$ cat src/rtl/servo_pos_ctrl_if.sv
// Bundle between the position controller and its environment: target input,
// driver handshake and status outputs.
`timescale 1ns/1ps
interface servo_pos_ctrl_if;
  logic        i_target_valid;
  logic [7:0]  i_target;
  logic        i_done;
  logic        o_start;
  logic [31:0] o_pulseWidth;
  logic        o_at_goal;
  logic        o_overrun;
  logic        o_fault;

  modport slave (
    input  i_target_valid, i_target, i_done,
    output o_start, o_pulseWidth, o_at_goal, o_overrun, o_fault
  );

  modport master (
    output i_target_valid, i_target, i_done,
    input  o_start, o_pulseWidth, o_at_goal, o_overrun, o_fault
  );
endinterface

$ cat src/rtl/servo_pos_ctrl.sv
// Servo position controller: maps an 8-bit target to a slew-limited pulse width
// and issues one start per frame to the PWM driver, watching its done flag.
`timescale 1ns/1ps
module servo_pos_ctrl #(
  parameter int unsigned T_CLK       = 10,
  parameter int unsigned PERIOD_US   = 20000,
  parameter int unsigned MIN_US      = 1000,
  parameter int unsigned MAX_US      = 2000,
  parameter int unsigned STEP_US     = 100,
  parameter int unsigned ACK_TIMEOUT = 4
) (
  input  logic              i_clk,
  input  logic              i_rst,
  servo_pos_ctrl_if.slave   bus
);

  localparam logic [31:0] PERIOD_CYC = 32'(PERIOD_US * 1000 / T_CLK);
  localparam logic [31:0] MIN_CYC    = 32'(MIN_US * 1000 / T_CLK);
  localparam logic [31:0] MAX_CYC    = 32'(MAX_US * 1000 / T_CLK);
  localparam logic [31:0] STEP_CYC   = 32'(STEP_US * 1000 / T_CLK);
  localparam logic [31:0] SPAN_CYC   = MAX_CYC - MIN_CYC;
  localparam logic [31:0] CENTER_CYC = MIN_CYC + (SPAN_CYC >> 1);
  localparam logic [31:0] ACK_LAST   = 32'(ACK_TIMEOUT - 1);

  localparam logic [1:0] WAIT_TICK = 2'd0;
  localparam logic [1:0] ISSUE     = 2'd1;
  localparam logic [1:0] WAIT_ACK  = 2'd2;
  localparam logic [1:0] WAIT_DONE = 2'd3;

  if (!(PERIOD_US > MAX_US && MAX_US > MIN_US && STEP_CYC >= 32'd1)) begin : g_param_check
    $fatal(1, "servo_pos_ctrl: inconsistent timing parameters");
  end

  logic [1:0]  state_r;
  logic [31:0] cnt_r;
  logic [31:0] ack_cnt_r;
  logic [31:0] goal_r;
  logic [31:0] cur_r;
  logic [31:0] pw_r;
  logic        start_r;
  logic        overrun_r;
  logic        fault_r;
  logic        at_goal_r;

  logic        tick_s;
  logic        issue_s;
  logic [39:0] prod_s;
  logic [31:0] map_s;
  logic [31:0] step_s;
  logic [31:0] goal_nxt_s;
  logic [31:0] cur_nxt_s;

  assign tick_s  = (cnt_r == PERIOD_CYC - 32'd1);
  assign issue_s = tick_s && (state_r == WAIT_TICK) && bus.i_done;

  // Target-to-width mapping, 40-bit product truncated toward zero.
  assign prod_s = 40'(bus.i_target) * 40'(SPAN_CYC);
  assign map_s  = MIN_CYC + 32'(prod_s >> 8);

  // Slew step toward the goal, never overshooting it.
  always_comb begin
    step_s = cur_r;
    if (goal_r > cur_r) begin
      if ((goal_r - cur_r) > STEP_CYC) step_s = cur_r + STEP_CYC;
      else                            step_s = goal_r;
    end else if (goal_r < cur_r) begin
      if ((cur_r - goal_r) > STEP_CYC) step_s = cur_r - STEP_CYC;
      else                            step_s = goal_r;
    end else begin
      step_s = cur_r;
    end
  end

  // Next goal/current width; the step above always sees the pre-edge goal.
  always_comb begin
    goal_nxt_s = goal_r;
    cur_nxt_s  = cur_r;
    if (bus.i_target_valid) goal_nxt_s = map_s;
    else                    goal_nxt_s = goal_r;
    if (issue_s) cur_nxt_s = step_s;
    else         cur_nxt_s = cur_r;
  end

  // Frame counter, width registers, status outputs and driver handshake FSM.
  always_ff @(posedge i_clk or posedge i_rst) begin
    if (i_rst) begin
      state_r   <= WAIT_TICK;
      cnt_r     <= 32'd0;
      ack_cnt_r <= 32'd0;
      goal_r    <= CENTER_CYC;
      cur_r     <= CENTER_CYC;
      pw_r      <= CENTER_CYC;
      start_r   <= 1'b0;
      overrun_r <= 1'b0;
      fault_r   <= 1'b0;
      at_goal_r <= 1'b1;
    end else begin
      cnt_r     <= tick_s ? 32'd0 : cnt_r + 32'd1;
      goal_r    <= goal_nxt_s;
      cur_r     <= cur_nxt_s;
      at_goal_r <= (cur_nxt_s == goal_nxt_s);
      start_r   <= issue_s;
      overrun_r <= tick_s && !issue_s;
      if (issue_s) pw_r <= step_s;
      case (state_r)
        WAIT_TICK: begin
          if (issue_s) state_r <= ISSUE;
        end
        ISSUE: begin
          state_r   <= WAIT_ACK;
          ack_cnt_r <= 32'd0;
        end
        WAIT_ACK: begin
          if (!bus.i_done) begin
            state_r <= WAIT_DONE;
          end else if (ack_cnt_r == ACK_LAST) begin
            state_r <= WAIT_TICK;
            fault_r <= 1'b1;
          end else begin
            ack_cnt_r <= ack_cnt_r + 32'd1;
          end
        end
        WAIT_DONE: begin
          if (bus.i_done) state_r <= WAIT_TICK;
        end
        default: state_r <= WAIT_TICK;
      endcase
    end
  end

  assign bus.o_start      = start_r;
  assign bus.o_pulseWidth = pw_r;
  assign bus.o_at_goal    = at_goal_r;
  assign bus.o_overrun    = overrun_r;
  assign bus.o_fault      = fault_r;

endmodule

$ cat src/flat_wrapper.sv
// flat-port wrapper written by rule: the top's interface ports become plain ports
module servo_pos_ctrl_flat 
#(
  parameter int unsigned T_CLK       = 10,
  parameter int unsigned PERIOD_US   = 20000,
  parameter int unsigned MIN_US      = 1000,
  parameter int unsigned MAX_US      = 2000,
  parameter int unsigned STEP_US     = 100,
  parameter int unsigned ACK_TIMEOUT = 4
)
  (i_clk, i_rst, bus_i_target_valid, bus_i_target, bus_i_done, bus_o_start, bus_o_pulseWidth, bus_o_at_goal, bus_o_overrun, bus_o_fault);
  servo_pos_ctrl_if bus_i ();
  input  logic i_clk;
  input  logic i_rst;
  input wire logic [$bits(bus_i.i_target_valid)-1:0] bus_i_target_valid;
  input wire logic [$bits(bus_i.i_target)-1:0] bus_i_target;
  input wire logic [$bits(bus_i.i_done)-1:0] bus_i_done;
  output wire logic [$bits(bus_i.o_start)-1:0] bus_o_start;
  output wire logic [$bits(bus_i.o_pulseWidth)-1:0] bus_o_pulseWidth;
  output wire logic [$bits(bus_i.o_at_goal)-1:0] bus_o_at_goal;
  output wire logic [$bits(bus_i.o_overrun)-1:0] bus_o_overrun;
  output wire logic [$bits(bus_i.o_fault)-1:0] bus_o_fault;
  assign bus_i.i_target_valid = bus_i_target_valid;
  assign bus_i.i_target = bus_i_target;
  assign bus_i.i_done = bus_i_done;
  assign bus_o_start = bus_i.o_start;
  assign bus_o_pulseWidth = bus_i.o_pulseWidth;
  assign bus_o_at_goal = bus_i.o_at_goal;
  assign bus_o_overrun = bus_i.o_overrun;
  assign bus_o_fault = bus_i.o_fault;
  servo_pos_ctrl #(.T_CLK(T_CLK), .PERIOD_US(PERIOD_US), .MIN_US(MIN_US), .MAX_US(MAX_US), .STEP_US(STEP_US), .ACK_TIMEOUT(ACK_TIMEOUT)) u_core (.i_clk(i_clk), .i_rst(i_rst), .bus(bus_i));
endmodule
$ cat config.mk
export PLATFORM = sky130hd
export DESIGN_NAME = servo_pos_ctrl_flat
export DESIGN_NICKNAME = d
export VERILOG_FILES = /design/src/rtl/servo_pos_ctrl_if.sv /design/src/rtl/servo_pos_ctrl.sv /design/src/flat_wrapper.sv
export SDC_FILE = /design/constraint.sdc
export NUM_CORES = 1
export LEC_CHECK = 0
export BUFFER_PORTS_ARGS = -buffer_cell sky130_fd_sc_hd__buf_2
export CORE_MARGIN = 3
export CORE_UTILIZATION = 50
export DETAILED_ROUTE_END_ITERATION = 10
export GPL_ROUTABILITY_DRIVEN = 0
export PLACE_DENSITY = 0.77
export SLEW_MARGIN = 5
export SYNTH_ARGS = -nofsm -noshare
export SYNTH_HDL_FRONTEND = slang
export SYNTH_SLANG_ARGS = --single-unit
export TNS_END_PERCENT = 5
$ cat constraint.sdc
create_clock -name i_clk -period 11.9 [get_ports i_clk]
set_input_delay 2.38 -clock i_clk [delete_from_list [all_inputs] [get_ports i_clk]]
set_output_delay 2.38 -clock i_clk [all_outputs]
set_load 0.005 [all_outputs]
# Yosys cells after proc, flatten, opt, wreduce, memory -nomap -nowiden
# Cells that the tools add are included.
dict set report classes {
  addsub 7
  reduce_logical 9
  n_mul 1
  eq_ne 11
  magnitude_cmp 4
  muxes 15
}
# operator count
set ops {}
lappend ops {{2-to-1 mux 32 bit} 9}
lappend ops {{adder 32 x 1 -> 32 bit, second input constant} 2}
lappend ops {{> comparator 32 x 14 -> 1 bit, second input constant} 2}
lappend ops {{case mux 32 bit (2 select lines)} 1}
lappend ops {{subtractor 32 bit} 2}
lappend ops {{adder 32 x 14 -> 32 bit, second input constant} 1}
lappend ops {{equality test 32 x 2 -> 1 bit, second input constant} 1}
lappend ops {{equality test 32 x 21 -> 1 bit, second input constant} 1}
lappend ops {{equality test 32 bit} 1}
lappend ops {{> comparator 32 bit} 1}
lappend ops {{less-than comparator 32 bit} 1}
lappend ops {{subtractor 32 x 14 -> 32 bit, second input constant} 1}
lappend ops {{multiplier 8 x 12 -> 20 bit, second input constant} 1}
lappend ops {{adder 17 x 17 -> 18 bit, first input constant} 1}
lappend ops {{AND reduction 3 bit} 3}
lappend ops {{2-to-1 mux 2 bit} 4}
lappend ops {{case mux 2 bit (4 select lines)} 1}
lappend ops {{inequality test 2 bit, second input constant} 3}
lappend ops {{equality test 2 bit, second input constant} 2}
lappend ops {{logical AND 1 bit} 3}
lappend ops {{inequality test 3 x 2 -> 1 bit, second input constant} 1}
lappend ops {{equality test 2 x 1 -> 1 bit, second input constant} 1}
lappend ops {{zero test 2 bit} 1}
lappend ops {{inequality test 2 x 1 -> 1 bit, second input constant} 1}
lappend ops {{other kinds (2)} 2}
dict set report totals {
  reg_bits 166
  inputBits 12
  elab_cells 57
  output_inout_bits 36
}

# Longest topological paths before layout
# Gate-level depths: netlist (run 1).
dict set report logic_depth {
  word_depth 7
  depth_mapped 24
  ltp_nobuf 24
}

# Worst setup path after synthesis (run 1)
# No wires, ideal clock.
dict set report synth_path {
  path_kind {input to register}
  from {input bus_i_target[2]}
  to {register u_core.at_goal_r, in the netlist u_core.bus.o_at_goal}
  path_buffers 0
  cell_stages 23
  path_slack_ps 4425
  arrival_ps 7386
  setup_time_ps 89
  required_time_ps 11811
  path_cell_list {ha_1 > ha_1 > inv_1 > fa_1 > inv_1 > fa_1 > ha_1 > nand2b_1 > a21oi_1 > o211ai_1 > a21oi_1 > a2111oi_0 > o21bai_1 > a21oi_1 > xnor2_1 > nand3_1 > xor2_1 > a21oi_1 > inv_1 > a2111oi_2 > nand4_1 > nor4_1 > nor4b_2}
}
dict set report synth_via {
  elab_chain_cells 4
}
# element line_no
set synth_lines {}
lappend synth_lines {{start: declaration} flat_wrapper.sv:16} ;# input wire logic [$bits(bus_i.i_target)-1:0] bus_i_target;
lappend synth_lines {{multiplier 8 x 12 -> 20 bit} servo_pos_ctrl.sv:57} ;# assign prod_s = 40'(bus.i_target) * 40'(SPAN_CYC);
lappend synth_lines {{adder 17 x 17 -> 18 bit} servo_pos_ctrl.sv:58} ;# assign map_s = MIN_CYC + 32'(prod_s >> 8);
lappend synth_lines {{2-to-1 mux 32 bit} servo_pos_ctrl.sv:78} ;# if (bus.i_target_valid) goal_nxt_s = map_s;
lappend synth_lines {{via u_core.goal_nxt_s[14]} servo_pos_ctrl.sv:50} ;# logic [31:0] goal_nxt_s;
lappend synth_lines {{equality test 32 bit} servo_pos_ctrl.sv:101} ;# at_goal_r <= (cur_nxt_s == goal_nxt_s);
lappend synth_lines {{end signal: assignment} servo_pos_ctrl.sv:101}
lappend synth_lines {{end: declaration} servo_pos_ctrl.sv:43} ;# logic at_goal_r;
# The timed path passes the listed nets, and every way through them passes these cells.
# A chain may end at the register's enable or synchronous reset.

# Worst setup path in the final report (run 1)
# Ends and elaborated chain as after synthesis.

==> reports/qor.txt, run 1 <==
number of synthesized flops with an enable pin -> 0
final std cell area, no fill -> 0.01623 mm²
RR Startpoint -> u_core.cur_r[14]
DRC Markers -> 0
area leader, netlist -> dfrtp_1
die width -> 180.3 µm
antenna fix cells -> 0
yosys warns -> 0
Avg WL per Cell -> 21.24 µm
Post-CTS Resized -> 0
final WL -> 48510 µm
class of the worst hold path -> flop to flop
register area share after synthesis -> 0.2754
fraction of layout cells with a size suffix above 1 -> 0.07709
vias after detailed routing -> 15.17k
nets -> 2026
largest cells by area after synthesis -> dfrtp_1, ha_1, xnor2_1
row count -> 63
Rel. slew slack -> 0.2901
Max Clk Rate -> 126.8 MHz
GRT overflow -> 0
Peak VDD IR -> 118.7 µV
Yosys reg bits -> 166
CTS tree -> done
Worst-Skew Late Latency -> 0.45 ns
drt pass-1 iters -> 8
first-pass GRT wire length -> 76980 µm
antenna violations before repair -> 0
RSZ-0062 raised after global routing -> false
launch point of the worst hold path -> u_core.bus.o_pulseWidth[5]
power per cell area -> 141.6 mW/mm²
Mapped Area -> 0.01520 mm²
Top Ports -> 48
Syn Inst Count -> 1890
vias in the first global route -> 14.58k
hold_buf cts -> 0
Die Y -> 180.3 µm
maxcap violations -> 0
Startpoint Class -> input pin
CP required -> 12.26 ns
CP arrival -> 8.24 ns
share of the synthesized area in the top cell type -> 0.2322
final worst path period share -> 0.6625
H-tree levels -> 4
largest net degree at the start of global routing -> 93
clock buffer count from CTS -> 17
Core ar. -> 0.02980 mm²
Slew @ Worst Pin -> 1.055 ns
dpl cell area -> 0.01565 mm²
CTS Buffer Depth -> 2
clock sink count -> 166
setup violators final -> 0
setup TNS -> 0 ns
DP Wirelength -> 36340 µm
DRT iter0 DRCs -> 1910
CP startpoint -> bus_i_target[2]
Worst Path Max Fanout -> 5
top_reg_cell synth -> dfrtp_1
clock skew -> 0.01192 ns
final antenna-violating net count -> 0
gr usage total -> 0.2898
Critical Path Sink Type -> flop
Net Count, Synth -> 2035
syn_area_per_cell -> 8.041 µm²
number of vias per cell -> 6.642
die area -> 0.03252 mm²
ys async rst share -> 1.000
Leak -> 0.007124 µW
fin. max-slew vios -> 0
CTS root buf -> clkbuf_16
kind of critical path -> input pin to flop
# fillers -> 2737
status -> finished clean
Reg clk slew, reported paths -> 0.07 ns
port bufs -> 47
Initial Utilization -> 0.5101
Hold Vio Cnt, Final -> 0
Final min period -> 7.884 ns
area delta synth->final -> 6.767%
Synth cell types -> 94
setup repair bufs after CTS -> 0
## cells in the final DEF, fill, tap and decap left out, types with 34 or more instances in the layout
cell type	instances
a21o_1	37
xnor2_1	97
inv_1	105
ha_1	120
o21a_1	34
o21ai_0	83
nor4_1	34
dfrtp_1	141
xor2_1	53
buf_2	47
nand2_1	158
nor3_1	53
nand4_1	48
a21oi_1	155
nand3_1	67
nor2_1	192
## Yosys cell counts, drive strengths merged (6+ instances only)
cell type  count
nor2         193
nand2        160
a21oi        155
dfrtp        141
ha           120
inv          106
o21ai        105
xnor2         97
nand3         67
clkbuf        57
nor3          53
xor2          53
nand4         49
a21o          37
nor4          35
o21a          34
buf           32
and3          27
dfstp         25
o211ai        21
a31oi         18
o22ai         18
and2          16
mux2i         16
nand2b        15
o31ai         15
a211oi        14
and4          14
or3           14
a21boi        13
fa            13
a221oi        12
o21bai        11
o221ai        10
a2111oi        9
nor2b          9
nor4b          8
o2111ai        7
o211a          7
clkinv         6
## final cells by class
| class | instances | area (µm²) | area share |
|---|---|---|---|
| Clock inverter | 14 | 136.4 | 0.008405 |
| Multi-Input combinational cell | 1523 | 10210 | 0.6293 |
| Clock buffer | 18 | 439.2 | 0.02706 |
| Sequential cell | 166 | 4185 | 0.2579 |
| Timing Repair Buffer | 61 | 340.3 | 0.02097 |
| Inverter | 112 | 425.4 | 0.02622 |
| Tap cell | 390 | 488.0 | 0.03007 |
## layer usage
metal  global-route usage  vias up  part of all wire
met5                    0        -                 0
met4               0.1575        0             0.064
met3              0.06681      247              0.11
met2               0.4454     1012              0.43
met1               0.3795     7063              0.39
li1                     -     6848                 -
## sequential cells by signal, summed over array words and instances, names as in the netlist
name                     count
u_core.ack_cnt_r            32
u_core.bus.o_pulseWidth     32
u_core.cnt_r                32
u_core.cur_r                32
u_core.goal_r               32
u_core.state_r               2
u_core.bus.o_at_goal         1
u_core.bus.o_fault           1
u_core.bus.o_overrun         1
u_core.bus.o_start           1
## worst max-delay path, cell delays in order
cell and delay (ns):
buf_2 0.13, ha_1 0.32, ha_1 0.29, inv_1 0.05, fa_1 0.50, inv_1 0.06, fa_1 0.47, ha_1 0.26
a211oi_1 0.42, o21ai_0 0.23, a21oi_1 0.23, o22ai_1 0.15, o41ai_1 0.51, nor2b_1 0.12, o21ai_0 0.20, nand2b_1 0.12
xor2_1 0.18, xor2_1 0.17, a21oi_1 0.34, inv_1 0.13, a2111oi_2 0.37, nand4_1 0.12, nor4_1 0.26, nor4b_2 0.23
## final timing paths
kind	endpoint	slack, ns	depth (start not counted)
worst max-delay path	u_core.bus.o_at_goal	4.02	24
worst min-delay path	u_core.bus.o_pulseWidth[5]	0.46	2
worst max register to register	u_core.bus.o_at_goal	4.25	18
worst min register to register	u_core.bus.o_pulseWidth[5]	0.46	2
max in group asynchronous	u_core.goal_r[1]	8.37	3
min in group asynchronous	u_core.ack_cnt_r[0]	2.10	2
## where the power goes
part | internal [µW] | switching (µW) | total [µW] | leakage (µW)
Clock | 299 | 253 | 552 | 0.000286
Sequential | 613 | 46.8 | 660 | 0.00210
Combinational | 387 | 697 | 1080 | 0.00474
Total | 1300 | 997 | 2300 | 0.00712
## cells by family (layout without fill, tap and decap cells)
group / Yosys count / count (layout) / share of synthesized area
flip-flops: 166 / 166 / 0.2754
AND/OR/NAND/NOR: 677 / 677 / 0.2178
buffers and inverters: 201 / 205 / 0.05368
multiplexers: 20 / 20 / 0.01350
AO/OA/AOI/OAI: 543 / 543 / 0.2373
adder cells (fa/ha/maj): 133 / 133 / 0.1159
XOR/XNOR: 150 / 150 / 0.08644
## per-stage QoR
step	hold slack, ns	setup WS [ns]	power [µW]	util	cells
4_1_cts	0.4644	4.034	2264	0.5446	2284
5_1_grt	0.4862	3.521	2423	0.5446	2284
3_5_place_dp	0.4534	3.636	1709	0.5253	2252
2_1_floorplan	0.4448	4.425	1459	-	1890
3_3_place_gp	0.4483	3.891	1682	0.5253	2252
6_report	0.4592	4.016	2297	0.5446	2284
No activity file was read; power rests on OpenSTA's default activity.
==> run 2, diff against run 1 <==
==> constraint.sdc (replaced) <==
create_clock -name i_clk -period 8.18 [get_ports i_clk]
set_input_delay 1.636 -clock i_clk [delete_from_list [all_inputs] [get_ports i_clk]]
set_output_delay 1.636 -clock i_clk [all_outputs]
set_load 0.005 [all_outputs]
==> run 2 against run 1 <==
  * Sequential power grew 46%
  * Global-route usage rose by 0.52 points
  * Flip-flop and latch count unchanged
  * Core utilization up 0.38 points
  * Clock skew is essentially flat
  * Worst hold slack improved by 0.0098 ns
  * Non-clock buffer count up 4
  * Setup slack lost 3.1 ns
  * Total power is 49% higher
  * Design area grew 0.69%
  * Routed wire length grew 0.87%
  * Count of clock-buffer cells in the layout grew 1
  * Largest power group unchanged
==> reports/qor.txt, run 2 (same netlist as run 1, synthesis figures left out) <==
setup TNS -> 0 ns (unchanged)
kind of critical path -> flop to flop
fraction of layout cells with a size suffix above 1 -> 0.07903 (+0.001945)
vias after detailed routing -> 15.29k (+0.80%)
placed insts -> 2256 (+0.18%)
RSZ-0062 raised after global routing -> false
largest net degree at the start of global routing -> 93 (unchanged)
hold_buf cts -> 0 (unchanged)
H-tree levels -> 4 (unchanged)
CTS root buf -> clkbuf_16
power per cell area -> 209.5 mW/mm² (+48%)
RR Startpoint -> u_core.cur_r[14]
Final min period -> 7.265 ns
final antenna-violating net count -> 0 (unchanged)
Post-CTS Resized -> 0 (unchanged)
Max Clk Rate -> 137.6 MHz
Top Ports -> 48 (unchanged)
Initial Utilization -> 0.5101 (unchanged)
setup violators final -> 0 (unchanged)
Leak -> 0.007175 µW (+0.72%)
area delta synth->final -> 7.508%
DRT iter0 DRCs -> 2032 (+6.4%)
CP max stage delay -> 0.70 ns (+0.19 ns)
Slew @ Worst Pin -> 1.117 ns (+0.06181 ns)
nets -> 2030 (+0.20%)
CP arrival -> 7.62 ns (-0.62 ns)
CP required -> 8.53 ns (-3.73 ns)
Peak VDD IR -> 187.3 µV (+58%)
Worst-Skew Late Latency -> 0.45 ns (about the same)
Startpoint Class -> flop
Critical Path Sink Type -> flop
final WL -> 48930 µm (+0.87%)
class of the worst hold path -> flop to flop
launch point of the worst hold path -> u_core.bus.o_fault
vias in the first global route -> 14.79k (+1.4%)
Crit path max-delay family -> simple AND/OR/NAND/NOR gates
power consumption -> 3422 µW (+49%)
die width -> 180.3 µm (unchanged)
Core ar. -> 0.02980 mm² (unchanged)
clock skew -> 0.01147 ns (-0.0004543 ns)
setup repair bufs after CTS -> 0 (unchanged)
buffer and inverter count on the worst path -> 2 (-2)
Hold Vio Cnt, Final -> 0 (unchanged)
antenna violations before repair -> 0 (unchanged)
CP startpoint -> u_core.cur_r[14]
clock buffer count from CTS -> 17 (unchanged)
commonest non-fill, non-tap cells in the layout -> nor2_1, nand2_1, a21oi_1, dfrtp_1, ha_1
maxcap violations -> 0 (unchanged)
number of vias per cell -> 6.684 (+0.63%)
slowest cell on the critical path -> dfstp_2
commonest non-fill, non-tap cell in the layout -> nor2_1
CTS tree -> done
GRT overflow -> 0 (unchanged)
Die Y -> 180.3 µm (unchanged)
Worst Path Max Fanout -> 20 (+15)
die area -> 0.03252 mm² (unchanged)
Avg WL per Cell -> 21.39 µm (+0.70%)
Top cell by count, worst path -> nor4_1
fin. max-slew vios -> 0 (unchanged)
clock sink count -> 166 (unchanged)
Rel. slew slack -> 0.2535 (-0.03667)
gr usage total -> 0.2950 (+0.005225)
antenna fix cells -> 0 (unchanged)
port bufs -> 47 (unchanged)
drt pass-1 iters -> 9 (+1)
CTS Buffer Depth -> 2 (unchanged)
final worst path period share -> 0.8881
Non-Filler Instances -> 2288 (+0.18%)
status -> finished clean
DP Wirelength -> 36580 µm (+0.67%)
row count -> 63 (unchanged)
crit path cell chain -> inv_1 -> ha_1 -> nand2_1 -> or3_1 -> or2_1 -> a21o_1 -> and4_1 -> a211o_1 -> nor4b_1 -> nand3b_2 -> buf_4 -> and2_1 -> a221o_1 -> a221oi_1 -> o211ai_1 -> nor4_1 -> nand4_1 -> nor4_1 -> nor4b_2
first-pass GRT wire length -> 78450 µm (+1.9%)
Reg clk slew, reported paths -> 0.07 ns (about the same)
DRC Markers -> 0 (unchanged)
# fillers -> 2734 (-0.11%)
[run 2: routing by layer]
metal	GRT usage	vias up	wire, µm
met5	0	-	0
met4	0.1514	0	2999
met3	0.07226	261	5622
met2	0.4550	1001	21230
met1	0.3858	7177	19080
li1	-	6853	-
[run 2: final timing paths]
| kind | cells past startpoint | slack (ns) | endpoint |
|---|---|---|---|
| setup reg to reg | 19 | 0.91 | u_core.bus.o_at_goal |
| max in group asynchronous | 3 | 5.38 | u_core.bus.o_pulseWidth[0] |
| hold / removal | 1 | 0.47 | u_core.bus.o_fault |
| setup / recovery | 19 | 0.91 | u_core.bus.o_at_goal |
| min in group asynchronous | 2 | 1.35 | u_core.state_r[0] |
| hold reg to reg | 1 | 0.47 | u_core.bus.o_fault |
[run 2: through the flow]
step	cell area, µm²	worst slack (ns)	util	hold WS (ns)
final	16340	0.9150	0.5484	0.4690
after global placement	15690	0.9078	0.5267	0.4485
after detailed placement	15690	0.6636	0.5267	0.4558
after global routing	16340	0.5940	0.5484	0.4995
after floorplan	15200	1.449	-	0.4448
after CTS	16340	1.067	0.5484	0.4699
[run 2: worst register-to-register path, cell delays in order (launching register included)]
cell,delay (ns)
dfstp_2,0.70
inv_1,0.23
ha_1,0.55
nand2_1,0.21
or3_1,0.46
or2_1,0.32
a21o_1,0.25
and4_1,0.21
a211o_1,0.30
nor4b_1,0.68
nand3b_2,0.61
buf_4,0.40
and2_1,0.22
a221o_1,0.37
a221oi_1,0.42
o211ai_1,0.16
nor4_1,0.48
nand4_1,0.15
nor4_1,0.25
nor4b_2,0.22
[run 2: power breakdown]
group / internal (µW) / total, µW / switching (µW)
Clock: 533 / 890 / 357
Sequential: 893 / 964 / 70.9
Combinational: 564 / 1570 / 1010
[run 2: cell type report]
class | count | area [µm²] | area share
multi-input combinational | 1523 | 10210 | 0.6250
sequential | 166 | 4185 | 0.2561
tap | 390 | 488.0 | 0.02986
clock buffer | 19 | 452.9 | 0.02772
inverter | 112 | 425.4 | 0.02604
timing repair buffer | 65 | 382.9 | 0.02343
clock inverter | 13 | 192.7 | 0.01179
